`config.mk`:
```
export PLATFORM = sky130hd
export DESIGN_NAME = uart_tx_serializer
export DESIGN_NICKNAME = d
export VERILOG_FILES = /design/src/rtl/uart_pkg.sv /design/src/rtl/uart_tx_serializer.sv
export SDC_FILE = /design/constraint.sdc
export NUM_CORES = 1
export LEC_CHECK = 0
export CAP_MARGIN = 20
export CORE_AREA = 2 2 53 50
export DETAILED_ROUTE_END_ITERATION = 8
export DIE_AREA = 0 0 55 52
export PLACE_DENSITY = 0.85
export REMOVE_ABC_BUFFERS = 1
export SKIP_CTS_REPAIR_TIMING = 1
export SLEW_MARGIN = 20
export SYNTH_ARGS = -nofsm -noshare
export SYNTH_HDL_FRONTEND = slang
export SYNTH_SLANG_ARGS = --single-unit
export TNS_END_PERCENT = 20
```
`constraint.sdc`:
```
create_clock -name clock -period 2 [get_ports clock]
set_input_delay 0.2 -clock clock [delete_from_list [all_inputs] [get_ports clock]]
set_output_delay 0.2 -clock clock [all_outputs]
set_load 0.1 [all_outputs]
```
`src/rtl/uart_pkg.sv`:
```
// Shared types for the UART transmit path: frame states, line levels and
// parity mode encoding.
package uart_pkg;

  typedef enum logic [2:0] {
    IDLE,
    WAIT,
    START,
    DATA,
    PARITY,
    STOP
  } tx_state_e;

  localparam logic IDLE_LEVEL  = 1'b1;
  localparam logic START_LEVEL = 1'b0;

  typedef enum logic {
    PARITY_EVEN = 1'b0,
    PARITY_ODD  = 1'b1
  } parity_mode_e;

  // Data is zero-extended to 8 bits, which leaves the XOR reduction unchanged.
  function automatic logic calc_parity(input logic [7:0] data, input parity_mode_e mode);
    return (^data) ^ mode;
  endfunction

endpackage

```
`src/rtl/uart_tx_serializer.sv`:
```
// UART transmit serializer: start bit, LSB-first data, optional parity and one
// or two stop bits, with every bit advanced by the external tx_baud strobe.
module uart_tx_serializer
  import uart_pkg::*;
#(
  parameter int DATA_BITS = 8
) (
  input  logic                 clock,
  input  logic                 reset_n,
  input  logic                 tx_baud,
  input  logic [DATA_BITS-1:0] data_in,
  input  logic                 data_valid,
  output logic                 data_ready,
  input  logic                 parity_en,
  input  logic                 parity_odd,
  input  logic                 two_stop,
  output logic                 tx,
  output logic                 busy,
  output logic                 frame_done
);

  localparam int CW = $clog2(DATA_BITS);
  localparam logic [CW-1:0] LAST_BIT = CW'(DATA_BITS - 1);

  tx_state_e            state_q, state_d;
  logic [DATA_BITS-1:0] shift_q, shift_d;
  logic [CW-1:0]        bit_cnt_q, bit_cnt_d;
  logic                 stop_cnt_q, stop_cnt_d;
  logic                 parity_en_q, parity_en_d;
  logic                 two_stop_q, two_stop_d;
  logic                 parity_q, parity_d;
  logic                 tx_q, tx_d;
  logic                 frame_done_q, frame_done_d;

  always_ff @(posedge clock or negedge reset_n) begin
    if (!reset_n) begin
      state_q      <= IDLE;
      shift_q      <= '0;
      bit_cnt_q    <= '0;
      stop_cnt_q   <= 1'b0;
      parity_en_q  <= 1'b0;
      two_stop_q   <= 1'b0;
      parity_q     <= 1'b0;
      tx_q         <= IDLE_LEVEL;
      frame_done_q <= 1'b0;
    end else begin
      state_q      <= state_d;
      shift_q      <= shift_d;
      bit_cnt_q    <= bit_cnt_d;
      stop_cnt_q   <= stop_cnt_d;
      parity_en_q  <= parity_en_d;
      two_stop_q   <= two_stop_d;
      parity_q     <= parity_d;
      tx_q         <= tx_d;
      frame_done_q <= frame_done_d;
    end
  end

  // tx_d is the level of the state being entered, so tx stays purely registered.
  always_comb begin
    state_d      = state_q;
    shift_d      = shift_q;
    bit_cnt_d    = bit_cnt_q;
    stop_cnt_d   = stop_cnt_q;
    parity_en_d  = parity_en_q;
    two_stop_d   = two_stop_q;
    parity_d     = parity_q;
    tx_d         = tx_q;
    frame_done_d = 1'b0;

    unique case (state_q)
      IDLE: begin
        tx_d = IDLE_LEVEL;
        if (data_valid) begin
          state_d     = WAIT;
          shift_d     = data_in;
          parity_en_d = parity_en;
          two_stop_d  = two_stop;
          parity_d    = calc_parity(8'(data_in), parity_mode_e'(parity_odd));
        end
      end
      // A strobe coincident with acceptance is not seen here, so the start
      // bit always spans a full period.
      WAIT: begin
        if (tx_baud) begin
          state_d = START;
          tx_d    = START_LEVEL;
        end
      end
      START: begin
        if (tx_baud) begin
          state_d   = DATA;
          bit_cnt_d = '0;
          tx_d      = shift_q[0];
        end
      end
      DATA: begin
        if (tx_baud) begin
          shift_d = shift_q >> 1;
          if (bit_cnt_q == LAST_BIT) begin
            bit_cnt_d = '0;
            if (parity_en_q) begin
              state_d = PARITY;
              tx_d    = parity_q;
            end else begin
              state_d    = STOP;
              stop_cnt_d = 1'b0;
              tx_d       = IDLE_LEVEL;
            end
          end else begin
            bit_cnt_d = bit_cnt_q + 1'b1;
            tx_d      = shift_q[1];
          end
        end
      end
      PARITY: begin
        if (tx_baud) begin
          state_d    = STOP;
          stop_cnt_d = 1'b0;
          tx_d       = IDLE_LEVEL;
        end
      end
      STOP: begin
        if (tx_baud) begin
          if (two_stop_q && !stop_cnt_q) begin
            stop_cnt_d = 1'b1;
          end else begin
            state_d      = IDLE;
            stop_cnt_d   = 1'b0;
            frame_done_d = 1'b1;
          end
          tx_d = IDLE_LEVEL;
        end
      end
      default: begin
        state_d = IDLE;
        tx_d    = IDLE_LEVEL;
      end
    endcase
  end

  assign data_ready = (state_q == IDLE);
  assign busy       = (state_q != IDLE);
  assign tx         = tx_q;
  assign frame_done = frame_done_q;

endmodule
```
==> results.md, run 1 <==
Run status:
- The flow ran to the end, and the final reports show no timing, DRC or antenna violations.

Power and ir drop:
- The power per cell area is around 1400 nW/µm².
- The combinational share of power is ~45%.
- The share of power burned in the clock network is between 10% and 20%.
- For this design the total switching power over the nets is 721.2 µW.
- The completed layout was analyzed and its total power is 1884 µW.
- Of the total power, registers draw a little under two fifths.
- Of the total power, the share spent switching nets is roughly two fifths.
- Summed over all cells, the static leakage comes to between 0.0005 and 0.0006 µW.
- IR analysis of the VDD net gives a maximum drop of 784.0 µV.
- The internal portion of the total power is about 1200 µW.

Drt:
- The routed layout has just under 900 vias.
- The length of the first detailed-routing pass in iterations is 5.
- The detail route stage leaves a number of antenna-violating nets equal to 0.
- The remaining routing DRC violations is 0.
- The final layout contains routed wiring with a total length of 2084 µm.
- The average routed wire per standard cell is between 10 and 15 µm.
- In the routed layout, each cell is associated on average with a via count of roughly 5.5.
- For this block, the initial DRC count from the detailed router was 18.

CTS:
- The clock tree from TritonCTS is done.
- Counting along the longest clock path gives a buffer depth of 2.
- Clock-pin slew was measured on the worst setup and hold paths at approximately 0.11 ns.
- In this run the clock root is driven by a sky130_fd_sc_hd__clkbuf_4.
- CTS built an H-tree with a depth of 1.
- The number of clock sinks is 20.
- Counting the buffers created by CTS gives 3.
- The insertion delay of the later-clocked pin in the worst-skew pair is about 0.30 ns.

Floorplan:
- The core box area is 2340 µm².
- The floorplan step set the die width to ~55 µm.
- In this run the count of I/O pins placed on the die edge is 19.
- For this configuration, the core starts out at a cell density of 47.17%.
- The number of placement rows is 17.
- The floorplan step defined a die boundary enclosing 2860 µm².
- The height of the die is 52 µm.

Layout:
- Leaving out fill and tap cells, the most frequent cells in the layout are sky130_fd_sc_hd__dfrtp_1 (19), sky130_fd_sc_hd__clkdlybuf4s50_1 (14), sky130_fd_sc_hd__nor2_1 (11).
- From synthesis to final layout, the design area changed by 25.06%.
- The count of fill cells added during filler insertion is about 210.
- The cell area after layout is approximately 1400 µm².
- In the final layout, the multi-input gates occupy approximately 560 µm².
- The library cell used most frequently in the layout, excluding fill and tap cells, is sky130_fd_sc_hd__dfrtp_1.
- In the final layout, flip-flops and latches occupy 501.7 µm².
- The number of antenna diodes in the final layout is 0.
- Of the cells placed in the final design, the portion with a size suffix greater than 1 is about a fifth.
- The net total in the final layout is 146.

Timing:
- The count of final max-slew check failures is 0.
- The smallest clock period supported by the final layout is computed as between 1.5 and 2 ns.
- Setup repair after global routing left no endpoint under its margin.
- The final hold violation count was 0.
- Static timing analysis puts the maximum clock frequency at roughly 0.56 GHz.
- The final worst setup slack is between 0.2 and 0.25 ns.
- The worst slew margin relative to its limit is about 65%.
- For the final routed database, the setup TNS stands at 0 ns.
- Setup violations remaining at the end of the flow were counted as 0.
- The post-route clock period utilization is between 80% and 90%.
- The worst clock skew is 0.007022 ns.
- The slew at the pin closest to its max-slew limit is about 0.53 ns.

Setup path:
- The kind of capture point of the worst setup path is a primary output.
- The signal on the critical path passes through nor3_1 -> inv_1 -> buf_12.
- Data on the critical path is required at its endpoint by approximately 1.8 ns.
- In this run the critical register-to-register path is captured at tx.
- In this design, the stage delay of the slowest critical-path cell is about 0.52 ns.
- In this run the register-to-register setup slack is 0.41 ns.
- The worst-path cell with the longest stage delay is sky130_fd_sc_hd__dfrtp_1.
- The kind of launch point of the worst setup path is a register.
- The reg-to-reg critical path startpoint is bit_cnt_q[0].
- The critical-path maximum fanout is 9.
- Measured in cells, the most critical reg-to-reg path has a length of 6.
- The category of the critical setup timing path is register to primary output.
- The arrival time at the worst endpoint is 1.58 ns.

Place:
- The congestion estimate from routability-driven global placement came to slightly below 0.9.
- The placement-stage cell area is roughly 1300 µm².
- At the placement stage, the worst setup path has a slack of approximately 0.19 ns.
- Once detailed placement completed, the half-perimeter wirelength came to approximately 1600 µm.
- Buffers placed on the I/O ports in this run total 18.

Logic synthesis:
- The synthesized netlist occupies a cell area of roughly 1100 µm².
- After synthesis, flip-flops and latches occupy 45.46% of the total area.
- The average cell area after synthesis is between 10 and 15 µm².
- In this run, synthesis produced a sequential element count of 20.
- The cell count after synthesis is roughly 110.
- The count of different cell masters after synthesis is 36.
- The number of synthesis warnings is 0.

Global route:
- The global route total overflow is 0.
- The number of global-route vias before repair is 817.
- The total routing resource utilization after global routing is between 15 and 20%.
- The global-route wire length before repair is ~3500 µm.
- The maximum number of pins on one net before global-route repair is 13.
- The number of antenna violations at the first check in global routing was 0.

Job:
- The tool flagged a number of max-cap violations equal to 0.

Min path:
- The worst hold-check path type is input port to asynchronous set/reset pin.
synthesized netlist by cell type:
library cell	n	area share [%]
sky130_fd_sc_hd__a31o_2	1	0.79
sky130_fd_sc_hd__o22ai_1	1	0.57
sky130_fd_sc_hd__o41ai_1	1	0.79
sky130_fd_sc_hd__mux2i_1	7	6.3
sky130_fd_sc_hd__buf_2	2	0.91
sky130_fd_sc_hd__nand2_2	1	0.57
sky130_fd_sc_hd__buf_6	2	2.0
sky130_fd_sc_hd__o32ai_1	1	0.79
sky130_fd_sc_hd__xnor3_1	1	2.0
sky130_fd_sc_hd__and3_1	1	0.57
sky130_fd_sc_hd__xnor2_1	5	4.0
sky130_fd_sc_hd__nor4_1	1	0.57
sky130_fd_sc_hd__o2111ai_1	1	0.79
sky130_fd_sc_hd__mux2_2	3	3.1
sky130_fd_sc_hd__nand2b_1	3	1.7
sky130_fd_sc_hd__nor2b_1	3	1.7
sky130_fd_sc_hd__a21oi_1	7	3.2
sky130_fd_sc_hd__nor2b_2	1	0.79
sky130_fd_sc_hd__a31oi_1	1	0.57
sky130_fd_sc_hd__dfrtp_1	19	43
sky130_fd_sc_hd__a21o_1	2	1.4
sky130_fd_sc_hd__o21ai_0	5	2.3
sky130_fd_sc_hd__nand3b_1	2	1.4
sky130_fd_sc_hd__a21oi_4	1	1.5
sky130_fd_sc_hd__nand2_1	8	2.7
sky130_fd_sc_hd__or3b_4	1	1.0
sky130_fd_sc_hd__dfstp_2	1	2.4
sky130_fd_sc_hd__nor2_1	11	3.7
sky130_fd_sc_hd__a21oi_2	3	2.4
sky130_fd_sc_hd__inv_1	2	0.68
sky130_fd_sc_hd__ha_1	2	2.3
sky130_fd_sc_hd__or3_1	1	0.57
sky130_fd_sc_hd__xor2_1	1	0.79
sky130_fd_sc_hd__nand3_1	1	0.45
sky130_fd_sc_hd__nor3_1	3	1.4
sky130_fd_sc_hd__clkbuf_1	1	0.34
flip-flops by register name (all words and copies together) (netlist names):
name and count:
bit_cnt_q 3, state_q 3, frame_done 1, shift_q 8, tx 1, parity_q 1
two_stop_q 1, stop_cnt_q 1, parity_en_q 1
how the worst max path moves through the flow:
stage	startpoint	endpoint	slack, ns
final	state_q[2]	busy	0.22
after detailed placement	data_in[2]	parity_q	0.19
after floorplan	state_q[2]	busy	-2.06
after global placement	data_in[2]	parity_q	0.26
after global routing	state_q[2]	busy	0.12
after CTS	state_q[2]	busy	0.21
power by group through the flow:
stage	combinational (µW)	sequential (µW)	clock, µW
CTS	858	711	335
detailed placement	856	717	0
finish	847	710	327
global placement	819	707	0
floorplan	596	740	0
global route	940	727	356
cell type report:
class                           count  share of cell area [%]
Multi-Input combinational cell     80                   40.44
Sequential cell                    20                   36.36
Timing Repair Buffer               22                   16.32
Tap cell                           28                   2.539
Clock inverter                      1                   2.176
Clock buffer                        3                   1.632
Inverter                            2                  0.5440
per-layer routing:
| layer | up-vias | track usage, % | part of all wire, % |
|---|---|---|---|
| met3 | 4 | 6.034 | 6.1 |
| met1 | 403 | 19.85 | 40 |
| met5 | - | 0 | 0 |
| li1 | 419 | - | - |
| met4 | 0 | 2.439 | 0.53 |
| met2 | 39 | 31.15 | 53 |
per-stage QoR:
stage / hold WS, ns / utilization (%) / cells
detailed placement: 0.4638 / 56.74 / 152
global route: 0.2595 / 58.98 / 156
CTS: 0.2387 / 58.98 / 156
finish: 0.2298 / 58.98 / 156
global placement: 0.4538 / 56.74 / 152
floorplan: -0.09559 / - / 102
logic make-up after synthesis:
kind of cell               after synthesis  share of synthesized area, %
and+or+nand+nor                         37                         17.12
AOI/OAI and AO/OA                       24                         14.97
DFF                                     20                         45.47
muxes                                   10                         9.410
xor gates and xnor gates                 7                         6.803
buffers and inverters                    7                         3.968
adders and majority gates                2                         2.267
worst max-delay path, delay by kind of cell, from the launching register on:
kind | cells | cell delay (ns)
and+or+nand+nor | 1 | 0.44
DFF | 1 | 0.52
buffers and inverters | 2 | 0.33
No activity file was read; power rests on OpenSTA's default activity.
==> inputs of run 2 (changes only) <==
==> constraint.sdc (replaced) <==
create_clock -name clock -period 1.99 [get_ports clock]
set_input_delay 0.199 -clock clock [delete_from_list [all_inputs] [get_ports clock]]
set_output_delay 0.199 -clock clock [all_outputs]
set_load 0.1 [all_outputs]
==> results.md, run 2 (same netlist as run 1, synthesis figures left out) <==
Timing:
- The clock period minus final worst setup slack is roughly 1.8 ns.
- Measured against its own limit, the worst slew margin works out to 65.74%.
- Setup violations remaining at the end of the flow were counted as 0.
- Setup repair after global routing left no endpoint under its margin.
- The sum of negative setup slack is 0 ns.
- The worst clock skew is slightly below 0.009 ns.
- Timing would allow up to 0.5613 GHz.
- In the finished design, the share of the clock period the worst path needs comes to about nine tenths.
- The final hold violation count came to 0.
- The count of final max-slew check failures was 0.
- The slew at the pin closest to its max-slew limit is 0.5124 ns.

Global route:
- The global route total overflow is 0.
- The total routing resource utilization after global routing is 16.97%.
- The first global-routing pass estimated 3422 µm of wire.
- The number of global-route vias before repair came to about 790.
- The number of antenna violations at the first check in global routing is 0.
- Entering global routing, the biggest net connects 13 pins.

Layout:
- The count of fill cells added during filler insertion is around 220.
- The library cells used most frequently in the layout, excluding fill and tap cells, are sky130_fd_sc_hd__dfrtp_1 (19), sky130_fd_sc_hd__clkdlybuf4s50_1 (14), sky130_fd_sc_hd__nor2_1 (11).
- The most common cell after layout, fill and taps aside is sky130_fd_sc_hd__dfrtp_1.
- The flip-flop count of the largest register, all copies and words added is 8.
- The repair_antennas step left the layout with diodes totalling 0.
- The area growth from synthesis to layout is 25.06%.
- The layout cell share with drive strength beyond 1 is 18.75%.
- The net total in the final layout is between 100 and 150.
- The largest register by flop count is shift_q.
- The largest registers in the layout are shift_q: 8 flops, bit_cnt_q: 3 flops, state_q: 3 flops.
- The cell area after layout is between 1000 and 1500 µm².

Floorplan:
- 19 I/O pins were placed.
- The number of placement rows is 17.
- The floorplan die area is ~2900 µm².
- The width of the chip is 55 µm.
- The core box area is ~2300 µm².
- The effective utilization at floorplan is between 40% and 50%.
- The height of the die is between 50 and 60 µm.

Power and ir drop:
- The power per cell area is 1370 nW/µm².
- The leakage power figure is around 0.00059 µW.
- Across the VDD grid, the largest voltage drop is slightly below 800 µV.

CTS:
- The level count of the clock H-tree is 1.
- The buffer depth of the longest clock path is 2.
- The clock tree from TritonCTS is done.
- The number of clock sinks is 20.
- The cell at the root of the clock tree is sky130_fd_sc_hd__clkbuf_4.
- Counting the buffers created by CTS gives 3.
- Clock-pin slew was measured on the worst setup and hold paths at around 0.11 ns.
- At the later pin of the worst-skew pair, clock insertion delay measures 0.30 ns.

Setup path:
- On the worst path, the slowest cell contributes a delay of between 0.5 and 0.6 ns.
- The worst-path cell with the longest stage delay is sky130_fd_sc_hd__dfrtp_1.
- In this run the critical register-to-register path is captured at tx.
- STA puts the critical path data required time at 1.79 ns.
- The register-to-register setup slack is 0.40 ns.
- In this run the number of cells on the critical path is 3.
- The number of buffers and inverters on the critical path is 2.
- The category of the critical setup timing path is register to primary output.
- The kind of cell with the highest combined delay on the critical path is flip-flops.
- The beginning of the critical path is state_q[2].
- The kind of launch point of the worst setup path is a register.
- The number of cells on the worst reg-to-reg path is 6.
- The arrival time at the worst endpoint is roughly 1.6 ns.
- Of all nets on the critical path, the largest fanout is 9.
- The reg-to-reg critical path startpoint is bit_cnt_q[0].
- The kind of capture point of the worst setup path is a primary output.
- Following the worst setup path forward leads to its endpoint at busy.
- The signal on the critical path passes through nor3_1 -> inv_1 -> buf_12.

Drt:
- After detailed routing, the number of vias per cell comes to approximately 5.4.
- The average routed wire per standard cell is 13.31 µm.
- After detailed routing, the total wire length is 2077 µm.
- The length of the first detailed-routing pass in iterations is 4.
- The count of antenna-violating nets left after detailed routing is 0.
- The remaining routing DRC violations is 0.
- The first routing iteration left 12 violations.
- Across all layers, the routed design uses between 800 and 900 vias.

Place:
- The congestion estimate from routability-driven global placement came to between 0.8 and 0.9.
- Detailed placement finished with a half-perimeter wire length of 1654 µm.
- After detailed placement, the total cell area comes to approximately 1300 µm².
- Input and output buffers added on the ports amount to 18.

Run status:
- The flow ran to the end, and the final reports show no timing, DRC or antenna violations.

Min path:
- The tightest min-delay check is of the input port to asynchronous set/reset pin type.

Job:
- Max-cap violations in this run came to 0.
==> run 2: cell counts in the layout (fill, tap and decap cells not counted) <==
No cell type changed its count.
==> run 2: power breakdown <==
group,total (µW),internal [µW],switching [µW]
Clock,325,204,121
Combinational,853,394,459
Sequential,713,570,143
Total,1890,1170,723
==> run 2: worst min-delay path by stage <==
stage | from | end | slack, ns | cells past startpoint
2_1_floorplan | reset_n | bit_cnt_q[0] | -0.1 | 0
3_3_place_gp | stop_cnt_q | stop_cnt_q | 0.45 | 1
3_5_place_dp | stop_cnt_q | stop_cnt_q | 0.46 | 1
4_1_cts | reset_n | stop_cnt_q | 0.24 | 1
5_1_grt | reset_n | parity_en_q | 0.25 | 1
6_report | reset_n | parity_en_q | 0.23 | 1
==> run 2: layout make-up <==
type	instances	area (µm²)	share of cell area, %
multi-input cells	80	558.0	40.44
flip-flops and latches	20	501.7	36.36
repair buffers	22	225.2	16.32
well taps	28	35.03	2.539
clock inverters	1	30.03	2.176
clock buffers	3	22.52	1.632
inverters	2	7.507	0.5440
==> run 2: per-layer routing <==
layer / wire length [µm] / vias to the layer above / share of wire, % / global-route usage [%]
li1: - / 418 / - / -
met1: 863 / 392 / 42 / 19.27
met2: 1092 / 30 / 53 / 30.56
met3: 119 / 2 / 5.7 / 6.034
met4: 1 / 0 / 0.048 / 2.439
met5: 0 / - / 0 / 0
==> run 2: per-stage QoR <==
| stage | hold slack [ns] | utilization (%) | total power [µW] | setup slack [ns] | instances |
|---|---|---|---|---|---|
| after floorplan | -0.09659 | - | 1343 | -2.069 | 102 |
| after global placement | 0.4538 | 56.74 | 1534 | 0.2497 | 152 |
| after detailed placement | 0.4638 | 56.74 | 1584 | 0.1793 | 152 |
| after CTS | 0.2351 | 58.98 | 1911 | 0.2015 | 156 |
| after global routing | 0.2529 | 58.98 | 2026 | 0.09790 | 156 |
| final | 0.2252 | 58.98 | 1891 | 0.2083 | 156 |
==> inputs of run 3 (changes only) <==
--- a/config.mk
+++ b/config.mk
@@ -6,10 +6,12 @@
 export NUM_CORES = 1
 export LEC_CHECK = 0
 export CAP_MARGIN = 20
-export CORE_AREA = 2 2 53 50
+export CELL_PAD_IN_SITES_DETAIL_PLACEMENT = 1
+export CELL_PAD_IN_SITES_GLOBAL_PLACEMENT = 1
+export CORE_AREA = 2 2 62 58
 export DETAILED_ROUTE_END_ITERATION = 8
-export DIE_AREA = 0 0 55 52
-export PLACE_DENSITY = 0.85
+export DIE_AREA = 0 0 64 60
+export PLACE_DENSITY = 0.83
 export REMOVE_ABC_BUFFERS = 1
 export SKIP_CTS_REPAIR_TIMING = 1
 export SLEW_MARGIN = 20
==> constraint.sdc (replaced) <==
create_clock -name clock -period 1.5 [get_ports clock]
set_input_delay 0.15 -clock clock [delete_from_list [all_inputs] [get_ports clock]]
set_output_delay 0.15 -clock clock [all_outputs]
set_load 0.1 [all_outputs]
==> results.md, run 3 (same netlist as run 1, synthesis figures left out) <==
Setup path:
- The required time of the worst setup path is roughly 1.7 ns.
- The worst register-to-register path has a depth of 5.
- The largest stage delay on the critical path is ~0.43 ns.
- The critical path goes through or3b_4 -> a21oi_4 -> buf_6 -> nor2_2 -> a21oi_2.
- For the worst setup path, the data arrival time is ~1.8 ns.
- In this design, the largest share of critical-path delay is due to simple AND/OR/NAND/NOR gates.
- The category of the critical setup timing path is register to register.
- The worst-path cell with the longest stage delay is sky130_fd_sc_hd__dfrtp_1.
- The total stage count of the critical path is 5.
- STA classifies the critical path startpoint as a register.
- The number of buffers and inverters on the critical path is 1.
- The worst setup path is captured at a register.
- Along the worst path, the maximum fanout reaches 7.

Layout:
- The top cell types in the final layout, fill and taps aside, are sky130_fd_sc_hd__dfrtp_1 (18), sky130_fd_sc_hd__clkdlybuf4s50_1 (14), sky130_fd_sc_hd__nand2_1 (8).
- The count of fill cells added during filler insertion is approximately 360.
- Summing all multi-input logic gate instances after layout gives 618.1 µm².
- Of the cells placed in the final design, the portion with a size suffix greater than 1 is 34.31%.
- The net total in the final layout is 155.
- The antenna diode instance count is 0.
- The most common cell after layout, fill and taps aside is sky130_fd_sc_hd__dfrtp_1.
- The cell area after layout is ~1600 µm².
- Compared with the post-synthesis result, the final layout area differs by 44.44%.
- The register with the most flip-flops in the layout has 8 of them.
- Counting flops per register, the top entry is shift_q.
- The share of the core filled with cells is between 40% and 50%.
- The sequential standard cell area is between 500 and 600 µm².
- In the final layout, the registers with the most flip-flops are shift_q: 8 flops, bit_cnt_q: 3 flops, state_q: 3 flops.

Global route:
- For this run, the total global-route usage over all layers was measured as between 10% and 20%.
- The number of global-route vias before repair is a little under 1,000.
- Entering global routing, the biggest net connects 21 pins.
- The number of antenna violations at the first check in global routing came to 0.
- The global-route wire length before repair is 4360 µm.
- The global route total overflow is 0.

Drt:
- The remaining routing DRC violations is 0.
- The count of antenna-violating nets left after detailed routing is 0.
- Using the TritonRoute via totals, the vias-per-cell ratio works out to between 4 and 5.
- In this run, the number of DRC markers left after iteration 0 of detailed routing was 21.
- The average routed wire per standard cell is about 15 µm.
- The length of the first detailed-routing pass in iterations is 2.
- The total via count after detailed routing is 889.
- The routed design has 2758 µm of wire.

Place:
- The congestion estimate from routability-driven global placement came to 0.8700.
- Detailed placement finished with a half-perimeter wire length of 2040 µm.
- The worst slack after detailed placement is -0.2338 ns.
- The count of input and output buffers is 18.
- The placement-stage cell area is about 1400 µm².

Floorplan:
- Row generation in the floorplan step produced 20 rows.
- The height of the die is 60 µm.
- The number of placed I/O pins is 19.
- The width of the chip is 64 µm.
- For this configuration, the core starts out at a cell density of around 34%.
- The floorplan die area is around 3800 µm².
- The core region is around 3200 µm².

Timing:
- Setup repair after global routing could not meet its margin everywhere.
- The worst hold slack is about 0.18 ns.
- The count of final max-slew check failures is 0.
- The post-route clock period utilization is 100.8%.
- The worst clock skew is 0.01132 ns.
- For the pin with the worst max-slew slack, the measured transition is 0.2926 ns.
- The worst slew margin relative to its limit is between 80% and 90%.
- Static timing analysis puts the maximum clock frequency at roughly 0.66 GHz.
- The final-report setup violation count is 3.
- The final hold violation count was 0.
- After layout, the worst setup slack is -0.01164 ns.
- For the finished layout, the period the worst path requires is 1.512 ns.

CTS:
- CTS built an H-tree with a depth of 1.
- The number of clock buffers inserted by TritonCTS is 3.
- The clock passes through at most 2 buffers.
- The clock tree from TritonCTS is done.
- The number of clock sinks is 20.
- After clock tree synthesis, the clock-pin slew on the worst setup and hold paths is around 0.12 ns.
- The cell at the root of the clock tree is sky130_fd_sc_hd__clkbuf_4.
- The clock reaches the later pin of the worst-skew pair after roughly 0.3 ns.

Power and ir drop:
- Combinational logic is responsible for a little over half of the overall power.
- The total design power is between 3000 and 4000 µW.
- Sequential cells account for 31.0% of the total power.
- In this run the power spent charging and discharging nets is 1164 µW.
- The share of total power consumed by net switching is about two fifths.
- The share of power burned in the clock network is 14.4%.
- The leakage power figure is 0.0006648 µW.
- Across the VDD grid, the largest voltage drop is 650.7 µV.
- Dividing total power by cell area gives a power density of 1899 nW/µm².
- Cell internal power was estimated by the tool at between 1500 and 2000 µW.

Run status:
- The flow ran to the end, but the final reports show violations.
- The final reports fail on negative setup slack.

Min path:
- In this run the worst hold path is classified as input port to asynchronous set/reset pin.

Job:
- The tool flagged a number of max-cap violations equal to 0.
[run 3: cell types whose count changed in the layout (fill, tap and decap cells not counted), sizes merged]
cell / before / now
buf: 8 / 17
[run 3: layout make-up]
| cell class | count | share of cell area, % |
|---|---|---|
| Clock buffer | 3 | 1.413 |
| Clock inverter | 1 | 1.884 |
| Inverter | 2 | 0.4710 |
| Sequential cell | 20 | 31.55 |
| Timing Repair Buffer | 31 | 22.45 |
| Tap cell | 44 | 3.454 |
| Multi-Input combinational cell | 80 | 38.78 |
[run 3: power groups by stage]
stage | clock network, µW | registers [µW] | logic, µW
floorplan | 0 | 987 | 795
global placement | 0 | 908 | 1380
detailed placement | 0 | 919 | 1470
CTS | 450 | 911 | 1480
global route | 475 | 967 | 1790
finish | 436 | 937 | 1650
[run 3: through the flow]
stage | std cells | setup TNS, ns
final | 181 | -0.03108
after global routing | 181 | -0.5915
after CTS | 178 | -0.3287
after detailed placement | 174 | -1.803
after global placement | 174 | -1.144
after floorplan | 102 | -3.882
[run 3: path summary, 6_finish.rpt]
path / slack, ns / start / to
worst max-delay path: -0.01 / state_q[0] / shift_q[6]
worst min-delay path: 0.18 / reset_n / state_q[0]
worst max register to register: -0.01 / state_q[0] / shift_q[6]
worst min register to register: 0.49 / stop_cnt_q / stop_cnt_q
max in group asynchronous: 1.04 / reset_n / tx
min in group clock: 0.45 / two_stop / two_stop_q
[run 3: layer usage]
layer	wire [µm]	GRT usage, %	vias to the layer above	share of wire, %
met5	0	0	-	0
met4	25	4.969	0	0.91
met3	94	2.825	4	3.4
met2	1463	29.17	17	53
met1	1175	16.47	432	43
li1	-	-	436	-
